<file path="config.mk">
export PLATFORM = sky130hd
export DESIGN_NAME = pulse_seq_multi
export DESIGN_NICKNAME = d
export VERILOG_FILES = /design/src/rtl/pulse_seq_multi.sv
export SDC_FILE = /design/constraint.sdc
export NUM_CORES = 1
export LEC_CHECK = 0
export CORE_MARGIN = 1.5
export CORE_UTILIZATION = 45
export DETAILED_ROUTE_END_ITERATION = 16
export DONT_BUFFER_PORTS = 1
export GPL_TIMING_DRIVEN = 0
export MAX_ROUTING_LAYER = met4
export REMOVE_ABC_BUFFERS = 1
export SYNTH_ARGS = -nofsm -noshare
export SYNTH_HDL_FRONTEND = slang
export SYNTH_SLANG_ARGS = --single-unit
</file>
<file path="constraint.sdc">
create_clock -name clk_i -period 11.9 [get_ports clk_i]
set_input_delay 1.19 -clock clk_i [delete_from_list [all_inputs] [get_ports clk_i]]
set_output_delay 1.19 -clock clk_i [all_outputs]
set_load 0.01 [all_outputs]
</file>
<file path="src/rtl/pulse_seq_multi.sv">
// pulse_seq_multi: one period counter driving NCH programmable gates plus SYNC, with shadow/active config.
// Optional receiver-inhibit output is built when the macro PULSE_INHIBIT_EN is defined.
module pulse_seq_multi #(
    parameter int NCH        = 4,
    parameter int CNT_W      = 16,
    parameter int ADDR_W     = 4,
    parameter int DEF_PERIOD = 1000
) (
    input  logic              clk_i,
    input  logic              reset_i,
    input  logic              enable_i,
    input  logic              cfg_we_i,
    input  logic [ADDR_W-1:0] cfg_addr_i,
    input  logic [CNT_W-1:0]  cfg_wdata_i,
    input  logic              cfg_commit_i,
    output logic [NCH-1:0]    ch_out_o,
    output logic              sync_out_o,
    output logic              running_o,
    output logic              done_o
`ifdef PULSE_INHIBIT_EN
    ,
    output logic              inhib_o
`endif
);

    typedef struct packed {
        logic [CNT_W-1:0]          period;
        logic [CNT_W-1:0]          sync_w;
        logic [CNT_W-1:0]          n_per;
`ifdef PULSE_INHIBIT_EN
        logic [CNT_W-1:0]          guard;
`endif
        logic [NCH-1:0][CNT_W-1:0] delay;
        logic [NCH-1:0][CNT_W-1:0] width;
    } bank_t;

    typedef enum logic [1:0] {S_IDLE, S_RUN, S_STOP} state_t;

    function automatic bank_t bank_reset();
        bank_t b;
        b        = '0;
        b.period = CNT_W'(DEF_PERIOD);
        return b;
    endfunction

    bank_t            shadow_q, shadow_d, active_q;
    state_t           state_q;
    logic [CNT_W-1:0] pc_q, per_cnt_q, p_eff;
    logic [CNT_W:0]   pc_x;
    logic             commit_pend_q, wait_low_q, done_q, sync_q;
    logic [NCH-1:0]   ch_out_q, ch_d;
    logic             running, at_last, burst_end, copy_now, sync_d;

    // NOTE: every variable assigned in always_comb gets a default first, so no latch is inferred.
    always_comb begin
        shadow_d = shadow_q;
        if (cfg_we_i) begin
            case (cfg_addr_i)
                ADDR_W'(0): shadow_d.period = cfg_wdata_i;
                ADDR_W'(1): shadow_d.sync_w = cfg_wdata_i;
                ADDR_W'(2): shadow_d.n_per  = cfg_wdata_i;
`ifdef PULSE_INHIBIT_EN
                ADDR_W'(3): shadow_d.guard  = cfg_wdata_i;
`endif
                default: ;
            endcase
            for (int k = 0; k < NCH; k++) begin
                if (cfg_addr_i == ADDR_W'(4 + 2 * k)) shadow_d.delay[k] = cfg_wdata_i;
                if (cfg_addr_i == ADDR_W'(5 + 2 * k)) shadow_d.width[k] = cfg_wdata_i;
            end
        end
    end

    assign running   = (state_q != S_IDLE);
    assign p_eff     = (active_q.period < CNT_W'(2)) ? CNT_W'(2) : active_q.period;
    assign at_last   = running && (pc_q == p_eff - CNT_W'(1));
    assign burst_end = (active_q.n_per != '0) &&
                       (({1'b0, per_cnt_q} + (CNT_W+1)'(1)) == {1'b0, active_q.n_per});
    // Copy only at a period boundary while running so the active bank is stable within a period.
    assign copy_now  = (!running && cfg_commit_i) || (at_last && (commit_pend_q || cfg_commit_i));

    // Gate windows are compared one bit wider so delay+width can never wrap around.
    assign pc_x = {1'b0, pc_q};
    always_comb begin
        ch_d = '0;
        for (int k = 0; k < NCH; k++) begin
            ch_d[k] = running && ({1'b0, active_q.delay[k]} <= pc_x) &&
                      (pc_x < ({1'b0, active_q.delay[k]} + {1'b0, active_q.width[k]}));
        end
    end
    assign sync_d = running && (pc_q < active_q.sync_w);

    // NOTE: both config banks are small flop banks, so they are reset to defaults like any other state.
    always_ff @(posedge clk_i) begin
        if (reset_i) begin
            shadow_q      <= bank_reset();
            active_q      <= bank_reset();
            commit_pend_q <= 1'b0;
        end else begin
            shadow_q <= shadow_d;
            if (copy_now) begin
                active_q      <= shadow_d;
                commit_pend_q <= 1'b0;
            end else if (running && cfg_commit_i) begin
                commit_pend_q <= 1'b1;
            end
        end
    end

    // NOTE: sequential state uses non-blocking assignments only, so every flop samples pre-edge values.
    always_ff @(posedge clk_i) begin
        if (reset_i) begin
            state_q    <= S_IDLE;
            pc_q       <= '0;
            per_cnt_q  <= '0;
            wait_low_q <= 1'b0;
            done_q     <= 1'b0;
            ch_out_q   <= '0;
            sync_q     <= 1'b0;
        end else begin
            ch_out_q <= ch_d;
            sync_q   <= sync_d;
            done_q   <= 1'b0;
            case (state_q)
                S_IDLE: begin
                    pc_q      <= '0;
                    per_cnt_q <= '0;
                    if (wait_low_q) begin
                        if (!enable_i) wait_low_q <= 1'b0;
                    end else if (enable_i) begin
                        state_q <= S_RUN;
                    end
                end
                S_RUN, S_STOP: begin
                    if (at_last) begin
                        pc_q      <= '0;
                        per_cnt_q <= per_cnt_q + CNT_W'(1);
                        if (burst_end) begin
                            done_q     <= 1'b1;
                            wait_low_q <= 1'b1;
                            state_q    <= S_IDLE;
                        end else if (state_q == S_STOP) begin
                            state_q <= S_IDLE;
                        end else if (!enable_i) begin
                            state_q <= S_STOP;
                        end
                    end else begin
                        pc_q <= pc_q + CNT_W'(1);
                        if (!enable_i) state_q <= S_STOP;
                    end
                end
                default: state_q <= S_IDLE;
            endcase
        end
    end

    assign ch_out_o   = ch_out_q;
    assign sync_out_o = sync_q;
    assign running_o  = running;
    assign done_o     = done_q;

`ifdef PULSE_INHIBIT_EN
    logic [CNT_W-1:0] guard_cnt_q;
    logic             inhib_q;

    // Any active gate reloads the guard countdown; inhibit stays high until it drains.
    always_ff @(posedge clk_i) begin
        if (reset_i) begin
            guard_cnt_q <= '0;
            inhib_q     <= 1'b0;
        end else if (|ch_d) begin
            guard_cnt_q <= active_q.guard;
            inhib_q     <= 1'b1;
        end else if (guard_cnt_q != '0) begin
            guard_cnt_q <= guard_cnt_q - CNT_W'(1);
            inhib_q     <= 1'b1;
        end else begin
            inhib_q     <= 1'b0;
        end
    end

    assign inhib_o = inhib_q;
`endif

endmodule
</file>
# Word level (Yosys, flattened, before mapping)
# Index checks and enable logic that the tools add are counted.
# Widths: inputs -> output; s select.
[word_totals]
register_bits = 394
out_inout_bits = 7
[op_classes]
magnitude_cmp = 10
mux = 30
reduce_logical = 28
eq_ne = 18
bitwise = 2
add_sub_neg = 8
[ops]
columns = ["operator", "count"]
rows = [
  ["$mux 16", 14],
  ["$mux 176", 1],
  ["$add 16x16->17", 4],
  ["$lt 16x17->1", 4],
  ["$le 16x16->1", 4],
  ["$pmux 16 s2", 2],
  ["$add 16x1->16 const B", 2],
  ["$add 16x1->17 const B", 1],
  ["$eq 17x16->1", 1],
  ["$eq 16x16->1", 1],
  ["$eq 4x3->1 const B", 4],
  ["$eq 4x4->1 const B", 4],
  ["$lt 16x16->1", 1],
  ["$lt 16x2->1 const B", 1],
  ["$reduce_bool 16->1", 1],
  ["$sub 16x1->16 const B", 1],
  ["$logic_and 1x1->1", 14],
  ["$mux 2", 6],
  ["$ne 2x2->1 const B", 4],
  ["$mux 1", 5],
  ["$eq 4x1->1 const B", 1],
  ["$eq 4x2->1 const B", 1],
  ["$logic_not 4->1", 1],
  ["$pmux 2 s2", 1],
  ["12 further kinds", 17],
]

# Depth between registers and ports, before layout
# Gate-level depths: netlist of run 1.
[depth]
word_depth = 8
mapped_depth = 17
mapped_depth_nobuf = 17

# Least setup slack after synthesis of run 1
# No wires, ideal clock.
[synth_timing]
path_kind = "flip-flop to flip-flop"
from = "register active_q[166] in the netlist's numbering"
to = "register per_cnt_q[11]"
slack_ns = 8.057
stages_incl_launch_ff = 15
setup_ns = 0.121
synth_period_minus_slack_ns = 3.843
t_arrival_ns = 3.722
t_required_ns = 11.779
n_path_buf = 2
path_cell_list = "dfxtp_1 clkbuf_1 nor4_1 nand4_1 o21ai_0 ha_1 or4b_1 o21a_1 or3_1 a2111oi_4 nand4_4 o21a_1 buf_2 o21ai_0 o21ai_1"
[synth_between]
elab_chain_cells = 7
[synth_rtl]
columns = ["element", "line", "text"]
rows = [
  ["start, declared", "46", "bank_t shadow_q, shadow_d, active_q;"],
  ["start signal, assigned", "97", "active_q <= bank_reset();"],
  ["start signal, assigned", "102", "active_q <= shadow_d;"],
  ["$lt 16x2->1", "75", "assign p_eff = (active_q.period < CNT_W'(2)) ? CNT_W'(2) : active_q.period;"],
  ["$mux 16 *", "75", ""],
  ["$sub 16x1->16 *", "76", "assign at_last = running && (pc_q == p_eff - CNT_W'(1));"],
  ["$eq 16x16->1 *", "76", ""],
  ["$logic_and 1x1->1 *", "76", ""],
  ["$ne 2x2->1 (no source line) *", "-", ""],
  ["$reduce_and 2->1 (no source line) *", "-", ""],
  ["end signal, assigned", "137", "per_cnt_q <= per_cnt_q + CNT_W'(1);"],
  ["end, declared", "48", "logic [CNT_W-1:0] pc_q, per_cnt_q, p_eff;"],
]
# Every way passes the cells marked *; elsewhere a longest branch is shown, timed or not.
# A chain may end at the register's enable or synchronous reset.

# Worst setup path after layout of run 1
[layout_timing]
from = "register active_q[171] in the netlist's numbering"
to = "register active_q[51] in the netlist's numbering"
[layout_between]
elab_chain_cells = 7
[layout_rtl]
columns = ["element", "line", "text"]
rows = [
  ["$lt 16x2->1", "75", ""],
  ["$mux 16 *", "75", ""],
  ["$sub 16x1->16 *", "76", ""],
  ["$eq 16x16->1 *", "76", ""],
  ["$logic_and 1x1->1 *", "76", ""],
  ["$logic_and 1x1->1 *", "80", "assign copy_now = (!running && cfg_commit_i) || (at_last && (commit_pend_q || cfg_commit_i));"],
  ["$logic_or 1x1->1 *", "80", ""],
]
# Marks and branches as above.

==> metrics.csv, run 1 <==
metric,value,unit
final_common_cell,nand2_1,
dr.pass1.iters,8,
syn_area,20300,sq um
cts_resized,0,
pre_cts_ws,6.85,ns
ys_seq_area_share,38.8,%
grt_max_degree,196,
status,"complete, no violations",
n_antenna_cell,0,
cts_tree,built,
grt_busiest_layer,met2,
avgSynthCellArea,8.74,sq um
hold_viol,0,
layout_common_cells,"422 x nand2_1, 394 x dfxtp_1, 255 x a21oi_1, 209 x ha_1, 170 x o22a_1",
cts.sinks,394,
clock_skew,0.0191,ns
clk_pin_slew,0.06,ns
synth_cell_types,77,
drtIter0Drc,1227,
grt_usage,26.8,%
cellLeakagePower,0.00942,uW
slew_headroom,16.2,%
drv_slew,0,
cts-buffers-inserted,42,
ys_ff_latch,394,
port_buffers,0,
finalNonFillerCells,2885,
die_width,215,um
crit_arrival,5.55,ns
worstSkewPairLatency,0.58,ns
crit_type,reg2reg,
dpl-instance-area,20800,sq um
vias,16900,
hpwl,39.3,mm
setup_viol,0,
root_buffer,clkbuf_16,
initial_core_util,45.7,%
drive_above_1_share,5.36,%
grt_pass1_wl,94.1,mm
use_met2,42.1,%
min_path_type,reg2reg,
wl,60.6,mm
synth_edf_count,0,
place_inst,2809,
die_y,215,um
setup_tns,0,ns
cp-start-kind,flip-flop,
peakVddDrop,0.116,mV
max_cap_viol_count,0,
max_freq,197,MHz
yosys_warnings,0,
grt_pass1_vias,16200,
worst_pin_slew,1.25,ns
path_max_fanout,37,
cp-end-kind,flip-flop,
grt-ovfl-total,0,
viasPerCell,5.87,
cts_hold_buf,0,
seqCellArea,7890,sq um
h-tree-depth,2,
syn_to_final_growth,9.46,%
antenna_found_initial,0,
num-fill-cells,4233,
cts_setup_buffers,0,
io_pins,32,
multi_input_comb_area,11600,sq um
clk_path_buf_depth,3,
worst_slack,6.81,ns
fin_total_pwr,3330,uW
drc,0,
p_per_area,150,nW/um^2
globalRouteMet3Util,3.95,%
met1_usage,35.8,%
grt_setup_unrepaired,false,
synthArstFlopShare,0,%
fin_nets,2500,
routedWlPerCell,21.0,um
period_needed,5.09,ns
gp_congestion,0.872,
num_rows,77,
ys.flop_type,dfxtp_1,
period_share,42.8,%
design_area,22200,sq um
ant_nets,0,
core_area,44400,sq um
synthesis.instances,2324,
crit_required,12.36,ns
die_area,46400,sq um
layout make-up:
type / instances / area share [%]
Clock buffer: 54 / 5.30
Clock inverter: 21 / 1.23
Inverter: 74 / 1.25
Multi-Input combinational cell: 1737 / 52.4
Sequential cell: 394 / 35.5
Tap cell: 592 / 3.33
Timing Repair Buffer: 13 / 1.01
worst paths after layout:
check,slack (ns),endpoint,start,depth (start not counted)
setup / recovery,6.81,active_q[51],active_q[171],16
hold / removal,0.45,shadow_q[161],shadow_q[161],2
setup reg to reg,6.81,active_q[51],active_q[171],16
hold reg to reg,0.45,shadow_q[161],shadow_q[161],2
Yosys cell counts (all sizes together), types with 4 or more instances:
| library cell | instances | area (sq um) |
|---|---|---|
| o211a | 6 | 60.1 |
| a22o | 8 | 70.1 |
| fa | 4 | 80.1 |
| dfxtp | 394 | 7890 |
| o31ai | 9 | 67.6 |
| a211oi | 15 | 113 |
| inv | 72 | 270 |
| o21bai | 8 | 60.1 |
| and4 | 7 | 61.3 |
| xor2 | 36 | 315 |
| xnor2 | 65 | 569 |
| and2 | 8 | 50.1 |
| a31oi | 10 | 62.6 |
| mux2i | 6 | 60.1 |
| o21a | 18 | 135 |
| a21o | 31 | 233 |
| nor3 | 38 | 213 |
| nand3b | 8 | 60.1 |
| nand2b | 24 | 150 |
| o2111ai | 4 | 35.0 |
| nand4 | 27 | 184 |
| nand2 | 422 | 1580 |
| a21oi | 255 | 1280 |
| o22a | 170 | 1490 |
| or3 | 16 | 100 |
| a21boi | 6 | 45.0 |
| or2 | 16 | 100 |
| ha | 209 | 2620 |
| a211o | 5 | 43.8 |
| o211ai | 9 | 67.6 |
| clkbuf | 78 | 293 |
| nor2 | 77 | 289 |
| and3 | 10 | 62.6 |
| or4 | 7 | 52.6 |
| nor2b | 22 | 138 |
| nor4 | 19 | 134 |
| a2111oi | 6 | 77.6 |
| o21ai | 80 | 400 |
| nand3 | 37 | 185 |
| buf | 41 | 250 |
routing by layer:
| metal | vias up | routed length [um] | share of wire [%] |
|---|---|---|---|
| met2 | 500 | 27300 | 45 |
| li1 | 8199 | - | - |
| met1 | 8147 | 27600 | 46 |
| met3 | 97 | 4060 | 6.7 |
| met4 | 0 | 1620 | 2.7 |
| met5 | - | 0 | 0 |
metrics by stage:
stage	hold slack [ns]	util [%]
2_1_floorplan	0.433	-
3_3_place_gp	0.439	46.2
3_5_place_dp	0.444	46.7
4_1_cts	0.451	50.0
5_1_grt	0.469	50.0
6_report	0.453	50.0
where the power goes:
part           leakage, uW  total (uW)  switching (uW)  internal (uW)
registers          0.00321        1450            65.9           1390
logic              0.00550         491             266            225
clock network     0.000712        1390             557            830
worst max-delay path, cell delays in order (launching register included):
cell and delay, ns:
dfxtp_1 0.36, nor4_1 0.56, nand4_1 0.28, o21ai_0 0.23
ha_1 0.35, or4b_1 0.56, o21a_1 0.22, a2111o_1 0.40
a2111oi_2 0.22, and4_1 0.29, nand3_1 0.13, nand3_4 0.41
nor2_4 0.10, buf_12 0.19, buf_12 0.19, buf_12 0.20
o22a_1 0.20
flip-flops by register name (all words and copies together) (netlist names):
signal	flops
wait_low_q	1
shadow_q	176
commit_pend_q	1
pc_q	16
sync_out_o	1
done_o	1
ch_out_o	4
active_q	176
state_q	2
per_cnt_q	16
logic make-up after synthesis:
group	after synthesis	synth area share, %
xor gates and xnor gates	101	4.36
DFF	394	38.8
and+or+nand+nor	752	17.2
buffers and inverters	193	4.04
adders and majority gates	213	13.3
muxes	7	0.351
AOI/OAI and AO/OA	664	22.0
(Power assumes the default switching activity.)
==> run 2: changes to the inputs <==
==> constraint.sdc (replaced) <==
create_clock -name clk_i -period 5.2 [get_ports clk_i]
set_input_delay 0.52 -clock clk_i [delete_from_list [all_inputs] [get_ports clk_i]]
set_output_delay 0.52 -clock clk_i [all_outputs]
set_load 0.01 [all_outputs]
==> run 2 against run 1 <==
Total power up 130%; cell count up 0.24%; die area unchanged; worst setup slack worse by 6.5 ns; fmax up 4.0%.
==> metrics.csv, run 2 (synthesis gave the netlist of run 1 again) <==
metric,value,unit,change
cp-end-kind,flip-flop,,
worst_r2r_startpoint,active_q[166],,
grt_pass1_wl,94.1,mm,unchanged
met1_usage,35.8,%,unchanged
rr_worst_depth,16,,unchanged
reg_top3,"active_q (176), shadow_q (176)",,
cp-start-kind,flip-flop,,
routedWlPerCell,21.2,um,+1.0%
cts.sinks,394,,unchanged
seqCellArea,7890,sq um,unchanged
worstHoldStart,reset_i,,
worstSkewPairLatency,0.58,ns,about the same
gp_congestion,0.872,,unchanged
path_max_fanout,37,,unchanged
grt_busiest_layer,met2,,
multi_input_comb_area,11700,sq um,+0.35%
setup_tns,0,ns,unchanged
crit_type,reg2reg,,
num_rows,77,,unchanged
grt_setup_unrepaired,false,,
worst_pin_slew,1.25,ns,-0.00357 ns
grt_usage,26.8,%,unchanged
vias,16900,,-0.12%
ant_nets,0,,unchanged
cts-buffers-inserted,42,,unchanged
drtIter0Drc,1130,,-7.9%
syn_to_final_growth,9.85,%,
setup_viol,0,,unchanged
grt_max_degree,196,,unchanged
globalRouteMet3Util,3.95,%,unchanged
viasPerCell,5.85,,-0.36%
status,"complete, no violations",,
clk_pin_slew,0.06,ns,about the same
use_met2,42.1,%,unchanged
finalNonFillerCells,2892,,+0.24%
max_freq,204,MHz,+4.0%
grt_pass1_vias,16200,,unchanged
die_area,46400,sq um,unchanged
grt-ovfl-total,0,,unchanged
dr.pass1.iters,6,,-2
port_buffers,0,,unchanged
slew_headroom,16.4,%,+0.24 points
hold_viol,0,,unchanged
period_share,94.1,%,+51 points
antenna_found_initial,0,,unchanged
layout_common_cells,"422 x nand2_1, 394 x dfxtp_1, 255 x a21oi_1, 209 x ha_1, 170 x o22a_1",,
crit_required,5.66,ns,-6.70 ns
min_path_type,in2reg,,
reg2reg_setup_slack,0.31,ns,-6.51 ns
io_pins,32,,unchanged
cellLeakagePower,0.00947,uW,+0.51%
drc,0,,unchanged
n_antenna_cell,0,,unchanged
die_y,215,um,unchanged
startpoint,active_q[166],,
place_inst,2809,,unchanged
h-tree-depth,2,,unchanged
peakVddDrop,0.266,mV,+130%
num-fill-cells,4230,,-0.071%
clock_skew,0.0217,ns,+0.00258 ns
wl,61.4,mm,+1.2%
crit_arrival,5.36,ns,-0.19 ns
drv_slew,0,,unchanged
core_area,44400,sq um,unchanged
cts_tree,built,,
cts_hold_buf,0,,unchanged
fin_nets,2507,,+0.28%
crit_end,active_q[51],,
die_width,215,um,unchanged
clk_path_buf_depth,3,,unchanged
root_buffer,clkbuf_16,,
p_per_area,343,nW/um^2,+130%
hpwl,39.3,mm,unchanged
max_cap_viol_count,0,,unchanged
initial_core_util,45.7,%,unchanged
timing.rr.end,active_q[51],,
final_common_cell,nand2_1,,
period_needed,4.89,ns,-0.195 ns
drive_above_1_share,5.74,%,+0.37 points
==> run 2: changes by cell type in the layout (fill, tap and decap cells not counted), sizes merged <==
| cell | delta |
|---|---|
| buf | +5 |
| nand3 | +2 |
==> run 2: cell type report <==
type / count / area share (%)
Multi-Input combinational cell: 1739 / 52.4
Timing Repair Buffer: 18 / 1.17
Sequential cell: 394 / 35.4
Clock inverter: 21 / 1.23
Tap cell: 592 / 3.32
Clock buffer: 54 / 5.28
Inverter: 74 / 1.25
==> run 2: routing by layer <==
| metal | wire length [um] | vias up |
|---|---|---|
| met1 | 28100 | 8128 |
| met2 | 27800 | 469 |
| met4 | 1710 | 0 |
| met3 | 3770 | 107 |
| li1 | - | 8219 |
| met5 | 0 | - |
==> run 2: worst min-delay path by stage <==
| stage | endpoint | slack [ns] | cells after the start |
|---|---|---|---|
| detailed placement | shadow_q[161] | 0.44 | 2 |
| global placement | shadow_q[161] | 0.44 | 2 |
| floorplan | shadow_q[0] | 0.43 | 2 |
| global route | shadow_q[162] | 0.07 | 1 |
| finish | shadow_q[162] | 0.06 | 1 |
| CTS | shadow_q[162] | 0.03 | 1 |
==> run 2: through the flow <==
step	power (uW)	area [sq um]	utilization (%)	worst slack, ns	hold WS (ns)
floorplan	4220	19800	-	-7.81	0.433
global placement	4490	20500	46.2	-22.90	0.439
detailed placement	4500	20800	46.7	0.147	0.444
CTS	7670	22200	50.0	0.142	0.0307
global route	7980	22300	50.2	0.0255	0.0652
finish	7650	22300	50.2	0.306	0.0645
==> run 2: power by group <==
group          switching [uW]  total [uW]  internal [uW]
clock                    1280        3190           1900
sequential                152        3330           3180
combinational             615        1140            522
total                    2050        7650           5600
==> run 2: repair_timing <==
action                     CTS  global route
setup endpoints to repair    0           140
buffers inserted             0             5
resized for setup            0             3
==> run 2: critical path, cell delays in order (launching register included) <==
cell and delay [ns]:
dfxtp_1 0.41, nor4_2 0.37, nand4_1 0.24, o21ai_0 0.22
ha_1 0.35, or4b_1 0.56, o21a_1 0.22, a2111o_1 0.40
a2111oi_2 0.22, and4_1 0.29, nand3_1 0.29, nand3_4 0.30
nor2_4 0.08, buf_12 0.19, buf_12 0.19, buf_12 0.20
o22a_1 0.20
==> run 3: changes to the inputs <==
--- a/config.mk
+++ b/config.mk
@@ -11,7 +11,6 @@
 export DONT_BUFFER_PORTS = 1
 export GPL_TIMING_DRIVEN = 0
 export MAX_ROUTING_LAYER = met4
-export REMOVE_ABC_BUFFERS = 1
 export SYNTH_ARGS = -nofsm -noshare
 export SYNTH_HDL_FRONTEND = slang
 export SYNTH_SLANG_ARGS = --single-unit
==> run 3 against run 2 <==
The flow now finishes with violations (max-capacitance violations); cell count grew 3.5%; design area grew 0.86%; utilization grew 0.43 points; total power grew 0.65%; fmax grew 0.35%; wire length grew 7.2%; critical path type unchanged; largest power group unchanged; highest routed layer unchanged.
==> metrics.csv, run 3 (synthesis gave the netlist of run 1 again) <==
metric,value,unit,change
status,finished with violations,,
violations,max-capacitance violations,,
slew_headroom,0.0809,%,-16 points
core_area,44400,sq um,unchanged
initial_core_util,45.7,%,unchanged
setup_viol,0,,unchanged
n_antenna_cell,0,,unchanged
layout_common_cells,"422 x nand2_1, 394 x dfxtp_1, 255 x a21oi_1, 209 x ha_1, 170 x o22a_1",,
fin_nets,2608,,+4.0%
drv_slew,0,,unchanged
max_stage_delay,0.55,ns,about the same
grt_max_degree,13,,-93%
routedWlPerCell,22.0,um,+3.6%
syn_nets,2562,,
clock_skew,0.0204,ns,-0.00134 ns
grt_pass1_vias,16600,,+1.9%
p_per_area,342,nW/um^2,-0.22%
grt-ovfl-total,0,,unchanged
die_area,46400,sq um,unchanged
final_common_cell,nand2_1,,
use_met2,44.5,%,+2.4 points
reg_top3,"active_q (176), shadow_q (176)",,
min_path_type,in2reg,,
die_y,215,um,unchanged
clk_path_buf_depth,3,,unchanged
wl,65.8,mm,+7.2%
crit_type,reg2reg,,
fin_total_pwr,7700,uW,+0.65%
crit_family,simple AND/OR/NAND/NOR gates,,
vias,17400,,+3.0%
viasPerCell,5.82,,-0.46%
cp_num_buf_inv,4,,+1
num-fill-cells,4199,,-0.73%
root_buffer,clkbuf_16,,
hold_viol,0,,unchanged
peakVddDrop,0.203,mV,-23%
power.share.sequential,43.2,%,-0.3 points
clk_pin_slew,0.07,ns,about the same
antenna_found_initial,0,,unchanged
p_int,5540,uW,-0.99%
max_freq,205,MHz,+0.35%
syn_to_final_growth,10.8,%,
die_width,215,um,unchanged
port_buffers,0,,unchanged
grt_setup_unrepaired,false,,
cellLeakagePower,0.00958,uW,+1.2%
worstSkewPairLatency,0.59,ns,about the same
cts_hold_buf,0,,unchanged
power_frac_clock,40.5,%,-1.1 points
ant_nets,0,,unchanged
grt_busiest_layer,met2,,
cp_slowest_cell,or4b_1,,
post-route-util,50.7,%,+0.43 points
path_max_fanout,10,,-73%
crit_required,5.67,ns,about the same
switching_power,2160,uW,+5.1%
period_needed,4.88,ns,-0.0170 ns
cts-buffers-inserted,44,,+4.8%
max_cap_viol_count,1,,+1
grt_pass1_wl,98.3,mm,+4.5%
drtIter0Drc,1321,,+17%
period_share,93.8,%,-0.33 points
dr.pass1.iters,5,,-1
p_sw_share,28.0,%,+1.2 points
crit_arrival,5.35,ns,about the same
drive_above_1_share,5.83,%,+0.092 points
comb_power_share,16.3,%,+1.4 points
cpMostUsedCell,nand3_1,,
cp-start-kind,flip-flop,,
hpwl,45.7,mm,+16%
drc,0,,unchanged
globalRouteMet3Util,3.74,%,-0.21 points
path_cells,clkbuf_1 > nor4_2 > nand4_1 > o21ai_0 > ha_1 > or4b_1 > o21a_1 > a2111o_1 > a2111oi_2 > and4_1 > nand3_1 > nand3_1 > buf_2 > buf_6 > inv_2 > a22o_1,,
worst_pin_slew,1.50,ns,+0.250 ns
cts.sinks,394,,unchanged
io_pins,32,,unchanged
num_rows,77,,unchanged
cts_tree,built,,
cp-end-kind,flip-flop,,
h-tree-depth,2,,unchanged
finalNonFillerCells,2993,,+3.5%
grt_usage,28.8,%,+2.0 points
gp_congestion,0.900,,+3.2%
met1_usage,37.3,%,+1.5 points
place_inst,2916,,+3.8%
==> run 3: changes by cell type in the layout (fill, tap and decap cells not counted), moves of 4 or more <==
cell	change
buf_2	+23
buf_12	-7
buf_1	+4
bufinv_16	-4
buf_4	+5
clkbuf_2	+4
clkbuf_1	+79
nor2_1	+5
nor2_2	-5
clkinv_2	-4
clkbuf_8	+5
==> run 3: final cells by class <==
class                           instances  area (sq um)  share of cell area (%)
Inverter                               74           278                    1.23
Sequential cell                       394          7890                    35.1
Clock buffer                           66          1320                    5.85
Clock inverter                         11           118                   0.523
Multi-Input combinational cell       1737         11600                    51.6
Tap cell                              592           741                    3.29
Buffer                                119           548                    2.44
==> run 3: what timing repair did <==
action | 4_1_cts | 5_1_grt
endpoints found under the setup margin | 110 | 116
setup buffers | 0 | 0
resized for setup | 1 | 2
==> run 3: worst paths after layout <==
check | depth (start not counted) | to | slack, ns | start
setup / recovery | 16 | active_q[169] | 0.32 | active_q[166]
hold / removal | 2 | shadow_q[163] | 0.09 | cfg_wdata_i[3]
setup reg to reg | 16 | active_q[169] | 0.32 | active_q[166]
hold reg to reg | 2 | shadow_q[5] | 0.46 | shadow_q[5]
==> run 3: per-stage QoR <==
step                      cell area [sq um]  worst slack [ns]  setup TNS, ns  hold slack [ns]
final                                 22500             0.323              0           0.0858
after global routing                  22500             0.108              0            0.101
after global placement                21000            -0.101          -7.84            0.445
after detailed placement              21100            -0.244         -21.81            0.451
after floorplan                       20300              1.36              0            0.437
after CTS                             22500            0.0179              0           0.0656
==> run 3: layer usage <==
layer  vias to the layer above  wire length (um)
li1                       8425                 -
met1                      8385             29700
met2                       457             29100
met3                       166              3520
met4                         0              3500
met5                         -                 0
==> run 3: power by group through the flow <==
stage / clock, uW / combinational [uW] / sequential, uW
2_1_floorplan: 0 / 938 / 3330
3_3_place_gp: 0 / 1200 / 3390
3_5_place_dp: 0 / 1240 / 3390
4_1_cts: 3150 / 1250 / 3320
5_1_grt: 3260 / 1400 / 3340
6_report: 3120 / 1260 / 3330
==> patch 1: new RTL, settings of run 2 <==
Re-encode `state_t` (3 states) as one-hot, 3 bits wide.
--- a/src/rtl/pulse_seq_multi.sv
+++ b/src/rtl/pulse_seq_multi.sv
@@ -34,7 +34,7 @@
         logic [NCH-1:0][CNT_W-1:0] width;
     } bank_t;
 
-    typedef enum logic [1:0] {S_IDLE, S_RUN, S_STOP} state_t;
+    typedef enum logic [2:0] {S_IDLE = 3'b001, S_RUN = 3'b010, S_STOP = 3'b100} state_t;
 
     function automatic bank_t bank_reset();
         bank_t b;
Behaviour: same outputs for any inputs over 4 cycles, from zero or initial values and one cycle with reset_i high; so few cycles prove little.
==> patch 1 against run 2 <==
  * Sequential cell count rose by 1
  * Routed wire length rose by 0.18%
  * Synthesized area fell by 0.12%
  * Via count rose by 1.8%
  * Cell area fell by 0.13%
  * Setup slack got worse by 0.055 ns
  * First-iteration DRC count rose by 9.7%
  * Sequential share of layout area rose by 0.14 points
Power is not compared: it rests on default switching activity, and its combinational part moved more than twofold at a synthesized area within 25%.
==> patch 1: results (changes against run 2) <==
| Metric | Value |
|---|---|
| Gpl congestion | `0.8859 (+1.5%)` |
| Met3 WL | `3556 um (-5.6%)` |
| Metal-1 WL | `28480 um (+1.5%)` |
| Worst setup endpoint | `active_q[53]$_SDFFE_PP0P_` |
| DRT Pass-1 Iters | `7 (+1)` |
| GRT Total Usage | `26.86% (+0.034 points)` |
| Placed cells | `2820 (+0.39%)` |
| Inserted Clock Buffers | `44 (+4.8%)` |
| Post-DP HPWL | `38930 um (-1.0%)` |
| Largest net degree at the start of global routing | `195 (-0.51%)` |
| Slowest CP cell | `or4_1` |
| Reg2Reg Setup Slack | `0.25 ns (-0.05 ns)` |
| Dpl ws | `-0.5572 ns (-0.7037 ns)` |
| CP startpoint | `active_q[161]$_SDFFE_PP0P_` |
| Synth area leaders | `dfxtp_1, ha_1, nand2_1` |
| Final Non-Filler Cells | `2905 (+0.45%)` |
| Routing usage on met1 | `35.69% (-0.12 points)` |
| Met2 GRT Util | `41.88% (-0.19 points)` |
| Status | `completed` |
| Routed len/inst | `21.17 um (-0.27%)` |
| Reg2reg start | `active_q[161]$_SDFFE_PP0P_` |
| Commonest cells in the netlist | `nand2_1, dfxtp_1, a21oi_1` |
| Power Total | `9.799 mW` |
| Iteration-0 DRC Markers | `1240 (+9.7%)` |
| # nets final | `2515 (+0.32%)` |
| Worst slew pin tran | `1.257 ns (+0.008705 ns)` |
| Tcrit/Tclk final | `95.18% (+1.1 points)` |
| Clk_skew | `0.01221 ns (-0.009490 ns)` |
| Met3 track demand over resource | `3.397% (-0.55 points)` |
| Fill cells | `4240 (+0.24%)` |
| Area of placed instances | `0.02072 mm^2 (-0.17%)` |
| CP peak stage delay | `0.58 ns (+0.02 ns)` |
| Cell count after synthesis | `2340 (+0.69%)` |
| Via count | `17220 (+1.8%)` |
[patch 1: changes by cell type after synthesis, sizes merged, moves of 9 or more]
cell and delta:
xor2 +9, or2 -9, xnor2 -10, nand3 +21, nand2 +9, nand4 +10, o21ai -25
[patch 1: worst min-delay path by stage]
stage                                        start                         to  slack (ns)  cells after the start
after floorplan             shadow_q[0]$_SDFF_PP0_     shadow_q[0]$_SDFF_PP0_        0.43                      2
after global placement      shadow_q[3]$_SDFF_PP0_     shadow_q[3]$_SDFF_PP0_        0.44                      2
after detailed placement  shadow_q[173]$_SDFF_PP0_   shadow_q[173]$_SDFF_PP0_        0.45                      2
after CTS                                  reset_i  per_cnt_q[8]$_SDFFE_PP0P_        0.04                      1
after global routing                       reset_i     shadow_q[4]$_SDFF_PP0_        0.03                      1
final                                      reset_i     shadow_q[5]$_SDFF_PP0_        0.04                      1
[patch 1: kinds of logic (layout without fill, tap and decap cells)]
| kind of cell | Yosys count | in the layout | synth area share [%] |
|---|---|---|---|
| XOR/XNOR | 101 | 101 | 4.436 |
| multiplexers | 2 | 2 | 0.09871 |
| flip-flops | 395 | 395 | 38.99 |
| AND/OR/NAND/NOR | 780 | 782 | 17.59 |
| adder cells (fa/ha/maj) | 210 | 210 | 13.10 |
| buffers and inverters | 200 | 171 | 3.948 |
| AO/OA/AOI/OAI | 652 | 652 | 21.83 |
[patch 1: repair_timing]
item,CTS,global route
buffers inserted,3,0
endpoints found under the setup margin,201,133
pin swaps,1,2
cloned,0,2
hold endpoints to repair,0,0
gates resized for setup,1,5
[patch 1: area by class of cell]
cell class / count / share of cell area (%)
repair buffers: 13 / 0.8987
multi-input cells: 1747 / 52.40
well taps: 592 / 3.325
flip-flops and latches: 395 / 35.50
clock inverters: 17 / 0.9324
inverters: 79 / 1.331
clock buffers: 62 / 5.611
==> patch 2: new RTL, config.mk and constraints of run 2 <==
Without the edit above. The option `PULSE_INHIBIT_EN` is turned on by a define.
--- a/src/rtl/pulse_seq_multi.sv
+++ b/src/rtl/pulse_seq_multi.sv
@@ -1,5 +1,7 @@
 // pulse_seq_multi: one period counter driving NCH programmable gates plus SYNC, with shadow/active config.
 // Optional receiver-inhibit output is built when the macro PULSE_INHIBIT_EN is defined.
+`define PULSE_INHIBIT_EN
+
 module pulse_seq_multi #(
     parameter int NCH        = 4,
     parameter int CNT_W      = 16,
Function (old outputs only; new: inhib_o): no difference found for any inputs over 4 cycles, from zero or initial values and one cycle with reset_i high; that may be too few to reach the edited logic, so the function may still have changed.
==> patch 2 against run 2 <==
  * Routed wire length rose by 11%
  * Clock power grew 12%
  * Setup slack worse by 0.053 ns
  * Cell area rose by 9.8%
  * Sequential cell count is 49 higher
  * Total power up 17%
  * Synthesized area up 8.6%
==> patch 2: results (changes against run 2) <==
| Metric | Value |
|---|---|
| GRT Total Usage | `27.58% (+0.75 points)` |
| Via count | `18850 (+11%)` |
| Syn. warnings | `0 (unchanged)` |
| # nets final | `2722 (+8.6%)` |
| Slowest CP cell | `or4_4` |
| Placed cells | `3035 (+8.0%)` |
| Comb power | `1.61 mW (+41%)` |
| Routing usage on met1 | `37.13% (+1.3 points)` |
| Clock network power | `3.57 mW (+12%)` |
| VDD IR-drop max | `0.0002421 V (-8.9%)` |
| Netlist cell types | `72 (-6.5%)` |
| Final Non-Filler Cells | `3136 (+8.4%)` |
| Routed len/inst | `21.67 um (+2.1%)` |
| Met2 GRT Util | `42.40% (+0.33 points)` |
| Met3 track demand over resource | `4.141% (+0.19 points)` |
| Clk_skew | `0.02230 ns (+0.0005935 ns)` |
| Worst-skew pair later-pin latency | `0.60 ns (+0.02 ns)` |
| Metal-1 WL | `31600 um (+13%)` |
| CP arrival | `5.44 ns (+0.08 ns)` |
| Gpl congestion | `0.9130 (+4.7%)` |
| Root Buffer | `clkbuf_16` |
| Worst slew pin tran | `1.362 ns (+0.1136 ns)` |
| Status | `completed` |
| Synth area leaders | `dfxtp_1, ha_1, nand2_1` |
| Area of placed instances | `0.02265 mm^2 (+9.1%)` |
| Reg2reg start | `active_q[183]$_SDFFE_PP1P_` |
| Number of global-route vias before repair | `18170 (+12%)` |
| Biggest regs | `active_q x192, shadow_q x192` |
| Inserted Clock Buffers | `49 (+17%)` |
| Leakage power | `10.37 nW (+9.5%)` |
| Iteration-0 DRC Markers | `1506 (+33%)` |
| R2R cell count | `18 (+2)` |
| Post-DP HPWL | `43580 um (+11%)` |
| Share of cells above drive strength 1 | `5.756% (+0.017 points)` |
| Fmax | `202.1 MHz (-1.1%)` |
| Hold EP | `shadow_q[140]$_SDFF_PP0_` |
| R2r endpoint | `active_q[59]$_SDFFE_PP0P_` |
| Cell internal pwr | `6.468 mW (+16%)` |
| Switch share | `27.85% (+1.0 points)` |
| First-pass GRT wire length | `103900 um (+10%)` |
| Fill cells | `4523 (+6.9%)` |
| Reg2Reg Setup Slack | `0.25 ns (-0.05 ns)` |
| Initial antenna violation count | `3 (+3)` |
| Largest net degree at the start of global routing | `210 (+7.1%)` |
| CP peak stage delay | `0.63 ns (+0.07 ns)` |
| Min Hold Slack | `0.03755 ns (-0.02694 ns)` |
| Met2 WL | `29460 um (+5.8%)` |
| Cell count after synthesis | `2528 (+8.8%)` |
| Seq/Total Area, Yosys | `40.21% (+1.4 points)` |
-- patch 2: final cells by class --
cell class	instances	area (um^2)	area share [%]
diodes	2	5.005	0.02044
clock buffers	76	1478	6.035
clock inverters	11	165.2	0.6746
inverters	63	236.5	0.9659
multi-input cells	1899	12540	51.22
flip-flops and latches	443	8869	36.22
well taps	615	769.5	3.143
repair buffers	27	420.4	1.717
-- patch 2: cell families after synthesis --
family / after synthesis / share of synthesized area (%)
AO/OA/AOI/OAI: 705 / 21.52
XOR/XNOR: 112 / 4.448
adder cells (fa/ha/maj): 214 / 12.28
buffers and inverters: 189 / 3.563
flip-flops: 443 / 40.21
multiplexers: 14 / 0.6354
AND/OR/NAND/NOR: 851 / 17.34
-- patch 2: how the worst max path moves through the flow --
| stage | slack (ns) | depth (start not counted) | to | start |
|---|---|---|---|---|
| 2_1_floorplan | -3.91 | 14 | active_q[0]$_SDFFE_PP0P_ | active_q[187]$_SDFFE_PP0P_ |
| 3_3_place_gp | -12.43 | 14 | active_q[54]$_SDFFE_PP0P_ | active_q[187]$_SDFFE_PP0P_ |
| 3_5_place_dp | -0.81 | 18 | active_q[59]$_SDFFE_PP0P_ | active_q[187]$_SDFFE_PP0P_ |
| 4_1_cts | 0.005 | 18 | active_q[59]$_SDFFE_PP0P_ | active_q[187]$_SDFFE_PP0P_ |
| 5_1_grt | 0.02 | 23 | guard_cnt_q[7]$_SDFFE_PP0P_ | active_q[64]$_SDFFE_PP0P_ |
| 6_report | 0.25 | 18 | active_q[59]$_SDFFE_PP0P_ | active_q[183]$_SDFFE_PP1P_ |
-- patch 2: repair_timing --
item,4_1_cts,5_1_grt
gates resized for setup,3,10
hold buffers,1,0
endpoints found under the hold margin,10,0
setup endpoints to repair,209,206
buffers inserted,6,2
cloned,3,0
pin swaps,4,2
